==> config.mk <==
export PLATFORM = sky130hd
export DESIGN_NAME = pwm_frame_gen
export DESIGN_NICKNAME = d
export VERILOG_FILES = /design/src/rtl/pwm_frame_gen.sv
export SDC_FILE = /design/constraint.sdc
export NUM_CORES = 1
export LEC_CHECK = 0
export ABC_AREA = 1
export BUFFER_PORTS_ARGS = -buffer_cell sky130_fd_sc_hd__clkbuf_2
export CAP_MARGIN = 20
export CORE_ASPECT_RATIO = 0.6
export CORE_MARGIN = 10
export CORE_UTILIZATION = 45
export CTS_CLUSTER_SIZE = 14
export DETAILED_ROUTE_END_ITERATION = 10
export REMOVE_ABC_BUFFERS = 1
export SYNTH_ARGS = -nofsm -noshare
export SYNTH_HDL_FRONTEND = slang
export SYNTH_SLANG_ARGS = --single-unit
==> constraint.sdc <==
create_clock -name CLK -period 6.8 [get_ports CLK]
set_input_delay 1.36 -clock CLK [delete_from_list [all_inputs] [get_ports CLK]]
set_output_delay 1.36 -clock CLK [all_outputs]
set_load 0.02 [all_outputs]
==> src/rtl/pwm_frame_gen.sv <==
// Parses (address, data) byte pairs from the SPI receive path into register writes and drives a
// 256-step PWM whose duty/enable/invert settings are loaded only at period boundaries.
module pwm_frame_gen #(
  parameter int unsigned CLK_HZ         = 48_000_000,
  parameter int unsigned PWM_HZ         = 400,
  parameter int unsigned STEP_DIV       = CLK_HZ / (PWM_HZ * 256),
  parameter int unsigned TIMEOUT_CYCLES = 48_000
) (
  input  logic       CLK,
  input  logic       rst,
  input  logic       rx_valid,
  input  logic [7:0] rx_data,
  output logic       pwm_out,
  output logic       period_start,
  output logic       err,
  output logic [7:0] duty_q
);

  localparam int unsigned PW = (STEP_DIV > 1) ? $clog2(STEP_DIV) : 1;
  localparam int unsigned TW = (TIMEOUT_CYCLES > 1) ? $clog2(TIMEOUT_CYCLES) : 1;
  localparam logic [PW-1:0] PreMax = PW'(STEP_DIV - 1);
  localparam logic [TW-1:0] TmoMax = TW'(TIMEOUT_CYCLES - 1);

  typedef enum logic {StAddr, StData} state_e;

  state_e        state_q, state_d;
  logic [TW-1:0] tmo_q, tmo_d;
  logic [7:0]    addr_q, addr_d;
  logic [7:0]    duty_sh_q, duty_sh_d;
  logic          en_sh_q, en_sh_d, inv_sh_q, inv_sh_d;
  logic          err_d;

  logic [PW-1:0] pre_q, pre_d;
  logic [7:0]    step_q, step_d;
  logic [7:0]    duty_d;
  logic          en_q, en_d, inv_q, inv_d;
  logic          pre_wrap, load;
  logic          pwm_d, pstart_d;

  // Frame parser: a data byte coinciding with timeout expiry is still accepted.
  always_comb begin
    state_d   = state_q;
    tmo_d     = tmo_q;
    addr_d    = addr_q;
    duty_sh_d = duty_sh_q;
    en_sh_d   = en_sh_q;
    inv_sh_d  = inv_sh_q;
    err_d     = 1'b0;
    unique case (state_q)
      StAddr: begin
        if (rx_valid) begin
          addr_d  = rx_data;
          tmo_d   = '0;
          state_d = StData;
        end
      end
      StData: begin
        tmo_d = tmo_q + TW'(1);
        if (rx_valid) begin
          state_d = StAddr;
          case (addr_q)
            8'h00: duty_sh_d = rx_data;
            8'h01: begin
              en_sh_d  = rx_data[0];
              inv_sh_d = rx_data[1];
            end
            default: err_d = 1'b1;
          endcase
        end else if (tmo_q == TmoMax) begin
          state_d = StAddr;
        end
      end
    endcase
  end

  // PWM core; outputs are computed from next-state values so they align with their step.
  always_comb begin
    pre_wrap = (pre_q == PreMax);
    pre_d    = pre_wrap ? '0 : pre_q + PW'(1);
    step_d   = pre_wrap ? step_q + 8'd1 : step_q;
    load     = pre_wrap && (step_q == 8'hFF);
    duty_d   = load ? duty_sh_q : duty_q;
    en_d     = load ? en_sh_q : en_q;
    inv_d    = load ? inv_sh_q : inv_q;
    pwm_d    = en_d & ((step_d < duty_d) ^ inv_d);
    pstart_d = (pre_d == '0) && (step_d == 8'd0);
  end

  always_ff @(posedge CLK) begin
    if (rst) begin
      state_q      <= StAddr;
      tmo_q        <= '0;
      addr_q       <= 8'h00;
      duty_sh_q    <= 8'h00;
      en_sh_q      <= 1'b1;
      inv_sh_q     <= 1'b0;
      err          <= 1'b0;
      pre_q        <= '0;
      step_q       <= 8'h00;
      duty_q       <= 8'h00;
      en_q         <= 1'b1;
      inv_q        <= 1'b0;
      pwm_out      <= 1'b0;
      // Reset state is step 0 / pre 0, so the first cycle out of reset opens a period.
      period_start <= 1'b1;
    end else begin
      state_q      <= state_d;
      tmo_q        <= tmo_d;
      addr_q       <= addr_d;
      duty_sh_q    <= duty_sh_d;
      en_sh_q      <= en_sh_d;
      inv_sh_q     <= inv_sh_d;
      err          <= err_d;
      pre_q        <= pre_d;
      step_q       <= step_d;
      duty_q       <= duty_d;
      en_q         <= en_d;
      inv_q        <= inv_d;
      pwm_out      <= pwm_d;
      period_start <= pstart_d;
    end
  end

endmodule

==> results of run 1 <==
## area by class of cell
cell class,count,area [um^2],area share
Clock buffer,11,141.4,0.04168
Inverter,48,180.2,0.05312
Clock inverter,5,55.05,0.01623
Sequential cell,65,1301,0.3836
Timing Repair Buffer,21,105.1,0.03098
Tap cell,87,108.9,0.03209
Multi-Input combinational cell,280,1500,0.4423
## layout by cell type (no fill, tap or decap), types with 5 or more instances in the layout
cell type | synthesis | routed
inv_2 | 9 | 9
nand3_1 | 22 | 22
inv_1 | 39 | 39
xor2_1 | 5 | 5
a211oi_1 | 5 | 5
a21oi_1 | 19 | 19
o21ai_0 | 19 | 19
dfxtp_1 | 65 | 65
clkbuf_8 | 0 | 10
nor3_1 | 8 | 8
clkbuf_2 | 0 | 21
nand4_1 | 10 | 10
ha_1 | 11 | 11
nor2_1 | 82 | 82
mux2i_1 | 7 | 7
nand2_1 | 60 | 60
## metrics by stage
stage          setup WS (ns)  total power [mW]  hold slack (ns)    util
6_report               3.783            0.7575           0.4830  0.5147
5_1_grt                3.553            0.7899           0.5017  0.5147
4_1_cts                3.797            0.7681           0.4786  0.5147
3_5_place_dp           3.702            0.4402           0.4685  0.4849
3_3_place_gp           3.729            0.4398           0.4574  0.4849
2_1_floorplan          4.242            0.4247           0.4321       -
## power by group
group          internal, mW  switching [mW]
combinational        0.0109          0.0249
sequential            0.390         0.00580
clock                 0.178           0.148
## synth_stat cells, types with 7 or more instances
cell,count
nor2_1,82
dfxtp_1,65
nand2_1,60
inv_1,39
nand3_1,22
a21oi_1,19
o21ai_0,19
ha_1,11
nand4_1,10
inv_2,9
nor3_1,8
mux2i_1,7
## worst reg2reg max path, stage by stage, from the launching register on
cell	delay, ns
dfxtp_1	0.39
ha_1	0.27
inv_2	0.05
nor2_1	0.11
nand2_2	0.10
nor2_8	0.14
nand3_1	0.48
mux2i_1	0.39
ha_1	0.28
a21oi_1	0.15
nor2_1	0.06
a211oi_1	0.27
nand3_1	0.12
nand2_1	0.07
nor2_1	0.03
## worst min path at each step
stage | end | slack, ns | depth (start not counted)
global route | addr_q[0] | 0.50 | 2
detailed placement | addr_q[0] | 0.47 | 2
finish | tmo_q[15] | 0.48 | 1
global placement | addr_q[0] | 0.46 | 2
CTS | addr_q[0] | 0.48 | 2
floorplan | duty_sh_q[0] | 0.43 | 2
## flip-flops by register name (all words and copies together) (netlist names), 8 cells and up
signal and flops:
tmo_q 16, pre_q 9, addr_q 8, step_q 8, duty_q 8, duty_sh_q 8
## routing by layer
layer  routed length (um)  GRT usage  vias to the layer above
li1                     -          -                     1358
met1                 3545     0.1791                     1136
met2                 2437     0.1624                       51
met3                  402    0.04759                        7
met4                   57    0.03811                        0
met5                    0          0                        -
## kinds of logic (layout without fill, tap and decap cells)
logic type / Yosys count / after routing / share of synthesized area
simple gates: 201 / 201 / 0.3041
flops: 65 / 65 / 0.4303
buf+inv: 58 / 85 / 0.07364
compound gates: 54 / 54 / 0.1005
fa+ha+maj: 11 / 11 / 0.04551
xor+xnor: 7 / 7 / 0.02276
mux: 7 / 7 / 0.02317
==> metrics.md, run 1 <==
| Metric | Value |
|---|---|
| Worst-case reg-to-reg path depth | 14 |
| Row count | 23 |
| Postcts setup bufs | 0 |
| Antenna violations before repair | 0 |
| Most frequent CP cell | nor2_1 |
| Crit share post-route | 0.4436 |
| Vias | 2552 |
| Placed inst area | 0.003196 mm^2 |
| Crit path cell chain | ha_1, inv_2, nor2_1, nand2_2, nor2_8, nand3_1, mux2i_1, ha_1, a21oi_1, nor2_1, a211oi_1, nand3_1, nand2_1, nor2_1 |
| Max Clk Rate | 0.3315 GHz |
| Synth Flop Type | dfxtp_1 |
| Die area | 0.01051 mm^2 |
| Hold_sp | tmo_q[15] |
| Layout cells sized above 1 | 0.1442 |
| FFs w/ async S/R, synth | 0 |
| Die X | 125.8 um |
| H-tree Lvls | 3 |
| R2R Path End | pwm_out |
| Synth top area share | 0.4303 |
| TritonCTS clock tree | yes |
| I/O Buffers | 21 |
| Register bit count reported by yosys | 65 |
| End of the critical path | pwm_out |
| Diode count | 0 |
| Hold buffer count at CTS | 0 |
| # resized after CTS | 0 |
| GRT Residual Overflow | 0 |
| Core Region | 0.006590 mm^2 |
| Drt first pass iters | 4 |
| Fin area | 0.003392 mm^2 |
| Final slew viol count | 0 |
| Max stage delay on crit path | 0.48 ns |
| Synth area leaders | dfxtp_1 43%, nor2_1 10%, nand2_1 7.4% |
| RSZ-0062 raised after global routing | false |
| Fillcell total | 638 |
| Data arrival time of the worst path | 3.24 ns |
| Crit path from | pre_q[0] |
| Worst r2r src | pre_q[0] |
| Peak VDD IR | 0.1472 mV |
| CP top delay family | simple AND/OR/NAND/NOR gates |
| Final Hold Violating Endpoints | 0 |
| YS warnings | 0 |
| CTS buffer count | 9 |
| Gr usage total | 0.1242 |
| DR vias/cell | 4.936 |
| # setup viols final | 0 |
| Die Y | 83.50 um |
| PD cells | 223.3 mW/mm^2 |
| R2R setup slack | 3.78 ns |
| DP HPWL | 4776 um |
| Vias in the first global route | 2383 |
| Actual slew at the worst max-slew pin | 0.8357 ns |
| Max cap viols | 0 |
| CTS Buffer Depth | 2 |
| Area leader, netlist | dfxtp_1 |
| CP Max Fanout | 11 |
| Worst Path Buf+Inv | 1 |
| Area Overhead vs Synth | 12.16% |
| Worst Skew | 0.007146 ns |
| Run status | finished, final reports clean |
| CTS Sinks | 65 |
| First-pass GRT wire length | 11060 um |
| Final wirelength | 6442 um |
| Pin count of the biggest net entering global routing | 39 |
| Critical Path End Type | register |
| Min cycle time layout | 3.017 ns |
| Mapped cell area | 0.003024 mm^2 |
| Slowest-stage cell, CP | nand3_1 |
| Sequential area share after synthesis | 0.4303 |
| Reg clk slew, reported paths | 0.07 ns |
| I/O pin total | 22 |
| Remaining DRCs | 0 |
| Detailed Route Iter0 Violations | 166 |
| Worst-skew pair later-pin latency | 0.33 ns |
| Placer congestion estimate | 0.8064 |
| Routed length per placed instance | 12.46 um |
| Slew headroom | 0.4429 |
| Finished Layout Cells | 517 |
| Distinct cells, synth | 39 |
| Cell total after placement | 501 |
| Crit Path Category | reg2reg |
| Mapped Cells | 403 |
| Initial Util | 0.4589 |
| CP Launch Type | register |
| Synth Area per Inst | 7.504 um^2 |
| Crit path depth | 14 |
| P_leak | 1.573 nW |
| CP required | 7.03 ns |
| Antenna viol nets, final | 0 |
| CTS Root Cell | clkbuf_8 |
| Number of synthesized flops with an enable pin | 0 |
| Hold Path Class | reg2reg |
| # nets final | 447 |
| Setup tns final | 0 ns |
(Power assumes the default switching activity.)
==> run 2: changes to the inputs <==
==> constraint.sdc (replaced) <==
create_clock -name CLK -period 3 [get_ports CLK]
set_input_delay 0.6 -clock CLK [delete_from_list [all_inputs] [get_ports CLK]]
set_output_delay 0.6 -clock CLK [all_outputs]
set_load 0.02 [all_outputs]
==> run 2 against run 1 <==
Global-route usage is 0.68 points higher. Largest cell class unchanged. Worst hold slack worse by 0.0028 ns. Largest power group is now the clock network. Critical path depth is the same. Critical path type unchanged. Combinational power rose by 140%. Clock-buffer cell count did not move. Sequential power rose by 130%.
==> metrics.md, run 2 (synthesized netlist as in run 1, its figures left out) <==
| Metric | Value |
|---|---|
| Run status | finished, final reports clean |
| Most frequent CP cell | nor2_1 |
| Max Clk Rate | 0.3695 GHz (+11%) |
| CTS Sinks | 65 (unchanged) |
| RSZ-0062 raised after global routing | false |
| Antenna viol nets, final | 0 (unchanged) |
| Max stage delay on crit path | 0.37 ns (-0.11 ns) |
| CTS buffer count | 9 (unchanged) |
| DR vias/cell | 4.960 (+0.48%) |
| Max cap viols | 0 (unchanged) |
| Detailed Route Iter0 Violations | 187 (+13%) |
| Peak VDD IR | 0.4035 mV (+170%) |
| CP Launch Type | register |
| DP HPWL | 4969 um (+4.0%) |
| Most frequent cells in the layout | 82 x nor2_1, 65 x dfxtp_1, 60 x nand2_1 |
| CP Max Fanout | 8 (-3) |
| CP top delay family | simple AND/OR/NAND/NOR gates |
| Gr usage total | 0.1311 (+0.006841) |
| P_leak | 1.616 nW (+2.7%) |
| Placed inst area | 0.003226 mm^2 (+0.94%) |
| H-tree Lvls | 3 (unchanged) |
| Slowest-stage cell, CP | dfxtp_1 |
| Layout cells sized above 1 | 0.1521 (+0.007888) |
| Actual slew at the worst max-slew pin | 0.6623 ns (-0.1733 ns) |
| Fillcell total | 629 (-1.4%) |
| Routed length per placed instance | 12.82 um (+2.9%) |
| Die Y | 83.50 um (unchanged) |
| Hold path cells | 1 (unchanged) |
| CTS Root Cell | clkbuf_8 |
| Die X | 125.8 um (unchanged) |
| Hold slack | 0.4802 ns (-0.002763 ns) |
| Worst Path Buf+Inv | 1 (unchanged) |
| Data arrival time of the worst path | 2.96 ns (-0.28 ns) |
| Pin count of the biggest net entering global routing | 26 (-33%) |
| Final slew viol count | 0 (unchanged) |
| Fin area | 0.003470 mm^2 (+2.3%) |
| CP required | 3.25 ns (-3.78 ns) |
| Commonest non-fill, non-tap cell in the layout | nor2_1 |
| Postcts setup bufs | 0 (unchanged) |
| Remaining DRCs | 0 (unchanged) |
| Slew headroom | 0.5580 (+0.1151) |
| Placer congestion estimate | 0.8062 (about the same) |
| Worst-case reg-to-reg path depth | 14 (unchanged) |
| Drt first pass iters | 5 (+1) |
| Reg clk slew, reported paths | 0.07 ns (about the same) |
| Worst Skew | 0.006537 ns (-0.0006089 ns) |
| Setup tns final | 0 ns (unchanged) |
| Min cycle time layout | 2.706 ns (-0.3104 ns) |
| Row count | 23 (unchanged) |
| Initial Util | 0.4589 (unchanged) |
| # resized after CTS | 0 (unchanged) |
| Hold Path Class | reg2reg |
| Final wirelength | 6679 um (+3.7%) |
| Crit Path Category | reg2reg |
| R2R Path End | pwm_out |
| Max FFs per register | 16 (unchanged) |
| Core Region | 0.006590 mm^2 (unchanged) |
| CTS Buffer Depth | 2 (unchanged) |
| First-pass GRT wire length | 11360 um (+2.7%) |
| Crit path cell chain | ha_1, inv_2, nor2_1, nand2_2, nor2_8, nand3_1, mux2i_1, ha_1, a21oi_1, nor2_1, a211oi_1, nand3_1, nand2_1, nor2_1 |
| Worst hold path endpoint | tmo_q[15] |
| # setup viols final | 0 (unchanged) |
| Vias | 2584 (+1.3%) |
| Crit share post-route | 0.9021 (+0.4584) |
| Antenna violations before repair | 0 (unchanged) |
| R2R setup slack | 0.29 ns (-3.49 ns) |
| I/O pin total | 22 (unchanged) |
| Biggest register | tmo_q |
| Worst-skew pair later-pin latency | 0.35 ns (+0.02 ns) |
| Vias in the first global route | 2342 (-1.7%) |
| Area Overhead vs Synth | 14.73% |
| TritonCTS clock tree | yes |
| GRT Residual Overflow | 0 (unchanged) |
| Worst r2r src | pre_q[0] |
| # nets final | 451 (+0.89%) |
| Critical Path End Type | register |
| Biggest regs | tmo_q x16, pre_q x9 |
| Hold buffer count at CTS | 0 (unchanged) |
| Die area | 0.01051 mm^2 (unchanged) |
| PD cells | 546.9 mW/mm^2 (+140%) |
| Hold_sp | tmo_q[15] |
| Final Hold Violating Endpoints | 0 (unchanged) |
| Diode count | 0 (unchanged) |
| I/O Buffers | 21 (unchanged) |
[run 2: changes by cell type in the layout (fill, tap and decap cells not counted), sizes merged]
cell	previous run	this run
buf	0	4
clkinvlp	2	1
clkinv	2	1
bufinv	1	3
[run 2: power breakdown]
part	switching [mW]	internal [mW]
Clock	0.342	0.574
Sequential	0.0131	0.883
Combinational	0.0582	0.0271
[run 2: cell type report]
type                       instances  area [um^2]  share of cell area
clock buffer                      11        141.4             0.04075
tap                               87        108.9             0.03137
inverter                          48        180.2             0.05193
sequential                        65         1301              0.3750
multi-input combinational        280         1500              0.4324
clock inverter                     5        102.6             0.02957
timing repair buffer              25        135.1             0.03895
[run 2: worst max path at each step]
stage               startpoint       to  slack, ns  depth (start not counted)
floorplan             pre_q[0]  pwm_out       0.44                         14
global placement      pre_q[0]  pwm_out       0.35                         14
detailed placement    pre_q[0]  pwm_out       0.31                         15
CTS                   pre_q[0]  pwm_out       0.30                         14
global route          pre_q[0]  pwm_out       0.03                         15
finish                pre_q[0]  pwm_out       0.29                         14
[run 2: through the flow]
stage	cells	setup slack [ns]	total power, mW	util
floorplan	393	0.4419	0.9626	-
global placement	505	0.3511	0.9999	0.4895
detailed placement	505	0.3139	1.001	0.4895
CTS	521	0.3022	1.917	0.5265
global route	521	0.03387	1.971	0.5265
finish	521	0.2938	1.897	0.5265
[run 2: metal layers]
metal	routed length, um	vias up	global-route usage	part of all wire
li1	-	1367	-	-
met1	3675	1158	0.1898	0.55
met2	2564	53	0.1638	0.38
met3	366	6	0.05203	0.055
met4	72	0	0.05149	0.011
met5	0	-	0	0
==> run 3: changes to the inputs <==
--- a/config.mk
+++ b/config.mk
@@ -11,6 +11,7 @@
 export CORE_ASPECT_RATIO = 0.6
 export CORE_MARGIN = 10
 export CORE_UTILIZATION = 45
+export CTS_BUF_LIST = sky130_fd_sc_hd__clkbuf_4
 export CTS_CLUSTER_SIZE = 14
 export DETAILED_ROUTE_END_ITERATION = 10
 export REMOVE_ABC_BUFFERS = 1
==> run 3 against run 2 <==
Register-to-register slack about the same. Via count increased by 0.62%. Sequential share of layout area increased by 0.69 points. Setup slack improved by 0.014 ns. Non-clock buffer count unchanged. Clock-buffer cell count decreased by 1. Critical path type unchanged. Sequential power about the same. Clock power decreased by 18%. Clock skew increased by 0.0036 ns. Maximum frequency increased by 0.51%.
==> metrics.md, run 3 (synthesized netlist as in run 1, its figures left out) <==
| Metric | Value |
|---|---|
| RSZ-0062 raised after global routing | false |
| Max stage delay on crit path | 0.39 ns (+0.02 ns) |
| Run status | finished, final reports clean |
| GRT Residual Overflow | 0 (unchanged) |
| Worst Path Buf+Inv | 1 (unchanged) |
| Placed inst area | 0.003226 mm^2 (unchanged) |
| Multi-input gate area | 0.001500 mm^2 (unchanged) |
| Area Overhead vs Synth | 12.66% |
| CP Max Fanout | 8 (unchanged) |
| # nets final | 451 (unchanged) |
| Crit path cell chain | ha_1, inv_2, nor2_1, nand2_2, nor2_8, nand3_1, mux2i_1, ha_1, a21oi_1, nor2_1, a211oi_1, nand3_1, nand2_1, nor2_1 |
| Final setup margin | 0.3076 ns (+0.01374 ns) |
| Actual slew at the worst max-slew pin | 0.6672 ns (+0.004890 ns) |
| Reg clk slew, reported paths | 0.11 ns (+0.04 ns) |
| Max FFs per register | 16 (unchanged) |
| Final Hold Violating Endpoints | 0 (unchanged) |
| CTS Root Cell | clkbuf_4 |
| Peak VDD IR | 0.3428 mV (-15%) |
| Register area | 0.001301 mm^2 (unchanged) |
| Hold slack | 0.4093 ns (-0.07094 ns) |
| P_leak | 1.590 nW (-1.6%) |
| CTS Buffer Depth | 2 (unchanged) |
| Antenna violations before repair | 0 (unchanged) |
| TritonCTS clock tree | yes |
| Antenna viol nets, final | 0 (unchanged) |
| Postcts setup bufs | 0 (unchanged) |
| H-tree Lvls | 3 (unchanged) |
| Remaining DRCs | 0 (unchanged) |
| Final wirelength | 6654 um (-0.37%) |
| Initial Util | 0.4589 (unchanged) |
| Slowest-stage cell, CP | dfxtp_1 |
| Sw power | 393.0 uW (-4.9%) |
| Routed length per placed instance | 12.77 um (-0.37%) |
| Pre-CTS setup slack | 0.3139 ns (unchanged) |
| I/O pin total | 22 (unchanged) |
| Crit share post-route | 0.8975 (-0.004580) |
| I/O Buffers | 21 (unchanged) |
| Hold Path Class | in2reg |
| Most frequent CP cell | nor2_1 |
| CP required | 3.33 ns (+0.08 ns) |
| Crit Path Category | reg2reg |
| Clk network pwr share | 0.433 (-0.050) |
| Detailed Route Iter0 Violations | 155 (-17%) |
| Data arrival time of the worst path | 3.03 ns (+0.07 ns) |
| Layout cells sized above 1 | 0.1521 (unchanged) |
| Gr usage total | 0.1300 (-0.001055) |
| Commonest non-fill, non-tap cell in the layout | nor2_1 |
| Die X | 125.8 um (unchanged) |
| Die area | 0.01051 mm^2 (unchanged) |
| PD cells | 507.9 mW/mm^2 (-7.1%) |
| Worst-skew pair later-pin latency | 0.43 ns (+0.08 ns) |
| CTS buffer count | 9 (unchanged) |
| # setup viols final | 0 (unchanged) |
| Hold buffer count at CTS | 0 (unchanged) |
| Min cycle time layout | 2.692 ns (-0.01374 ns) |
| First-pass GRT wire length | 11280 um (-0.73%) |
| Max Clk Rate | 0.3714 GHz (+0.51%) |
| # resized after CTS | 0 (unchanged) |
| Vias in the first global route | 2352 (+0.43%) |
| CTS Sinks | 65 (unchanged) |
| Most frequent cells in the layout | 82 x nor2_1, 65 x dfxtp_1, 60 x nand2_1 |
| Die Y | 83.50 um (unchanged) |
| Diode count | 0 (unchanged) |
| Fin area | 0.003407 mm^2 (-1.8%) |
| Sw Ratio | 0.2271 (+0.009211) |
| Placer congestion estimate | 0.8062 (unchanged) |
| Worst Skew | 0.01013 ns (+0.003594 ns) |
| Biggest register | tmo_q |
| CP top delay family | simple AND/OR/NAND/NOR gates |
| Int Pwr | 1.337 mW (-9.9%) |
| Flop pwr share | 0.518 (+0.046) |
| DR vias/cell | 4.990 (+0.62%) |
| Final slew viol count | 0 (unchanged) |
| Critical Path End Type | register |
| Logic gate share of total power | 0.050 (+0.005) |
| Core Region | 0.006590 mm^2 (unchanged) |
| Pin count of the biggest net entering global routing | 26 (unchanged) |
| Vias | 2600 (+0.62%) |
| Row count | 23 (unchanged) |
| Fillcell total | 635 (+0.95%) |
| DP HPWL | 4969 um (unchanged) |
| CP Launch Type | register |
| Drt first pass iters | 5 (unchanged) |
| Max cap viols | 0 (unchanged) |
| Biggest regs | tmo_q x16, pre_q x9 |
| Slew headroom | 0.5547 (-0.003263) |
| Setup tns final | 0 ns (unchanged) |
[run 3: changes by cell type in the layout (fill, tap and decap cells not counted), sizes merged]
cell    delta
clkbuf     -1
clkinv     +1
[run 3: routing by layer]
layer	vias to the layer above	track usage	share of wire
met1	1161	0.1872	0.54
met2	59	0.1648	0.39
met5	-	0	0
li1	1372	-	-
met4	0	0.04840	0.0095
met3	8	0.05203	0.061
[run 3: power groups by stage]
| stage | Combinational, mW | Sequential, mW | Clock, mW |
|---|---|---|---|
| after floorplan | 0.0477 | 0.915 | 0 |
| after global placement | 0.0839 | 0.916 | 0 |
| after detailed placement | 0.0854 | 0.916 | 0 |
| after CTS | 0.0858 | 0.896 | 0.769 |
| after global routing | 0.0975 | 0.900 | 0.806 |
| final | 0.0857 | 0.896 | 0.749 |
[run 3: stage by stage]
stage                     total power, mW  utilization  cells
after detailed placement            1.001       0.4895    505
after floorplan                    0.9626            -    393
final                               1.730       0.5170    521
after global placement             0.9999       0.4895    505
after CTS                           1.751       0.5170    521
after global routing                1.803       0.5170    521
[run 3: worst register-to-register path: cells and delay by family (launching register included)]
kind,cells,cell delay (ns)
AO/OA/AOI/OAI,2,0.36
adder cells (fa/ha/maj),2,0.53
buffers and inverters,1,0.05
flip-flops,1,0.39
multiplexers,1,0.33
AND/OR/NAND/NOR,8,0.94
[run 3: final timing paths]
kind	to	start	slack, ns	cells past startpoint
max	pwm_out	pre_q[0]	0.31	14
min	addr_q[3]	rx_data[3]	0.41	3
min reg2reg	tmo_q[15]	tmo_q[15]	0.48	1
max reg2reg	pwm_out	pre_q[0]	0.31	14
[run 3: layout make-up]
| type | count | area share |
|---|---|---|
| clock inverters | 6 | 0.03122 |
| flip-flops and latches | 65 | 0.3819 |
| inverters | 48 | 0.05288 |
| clock buffers | 10 | 0.02203 |
| repair buffers | 25 | 0.03966 |
| multi-input cells | 280 | 0.4403 |
| well taps | 87 | 0.03195 |
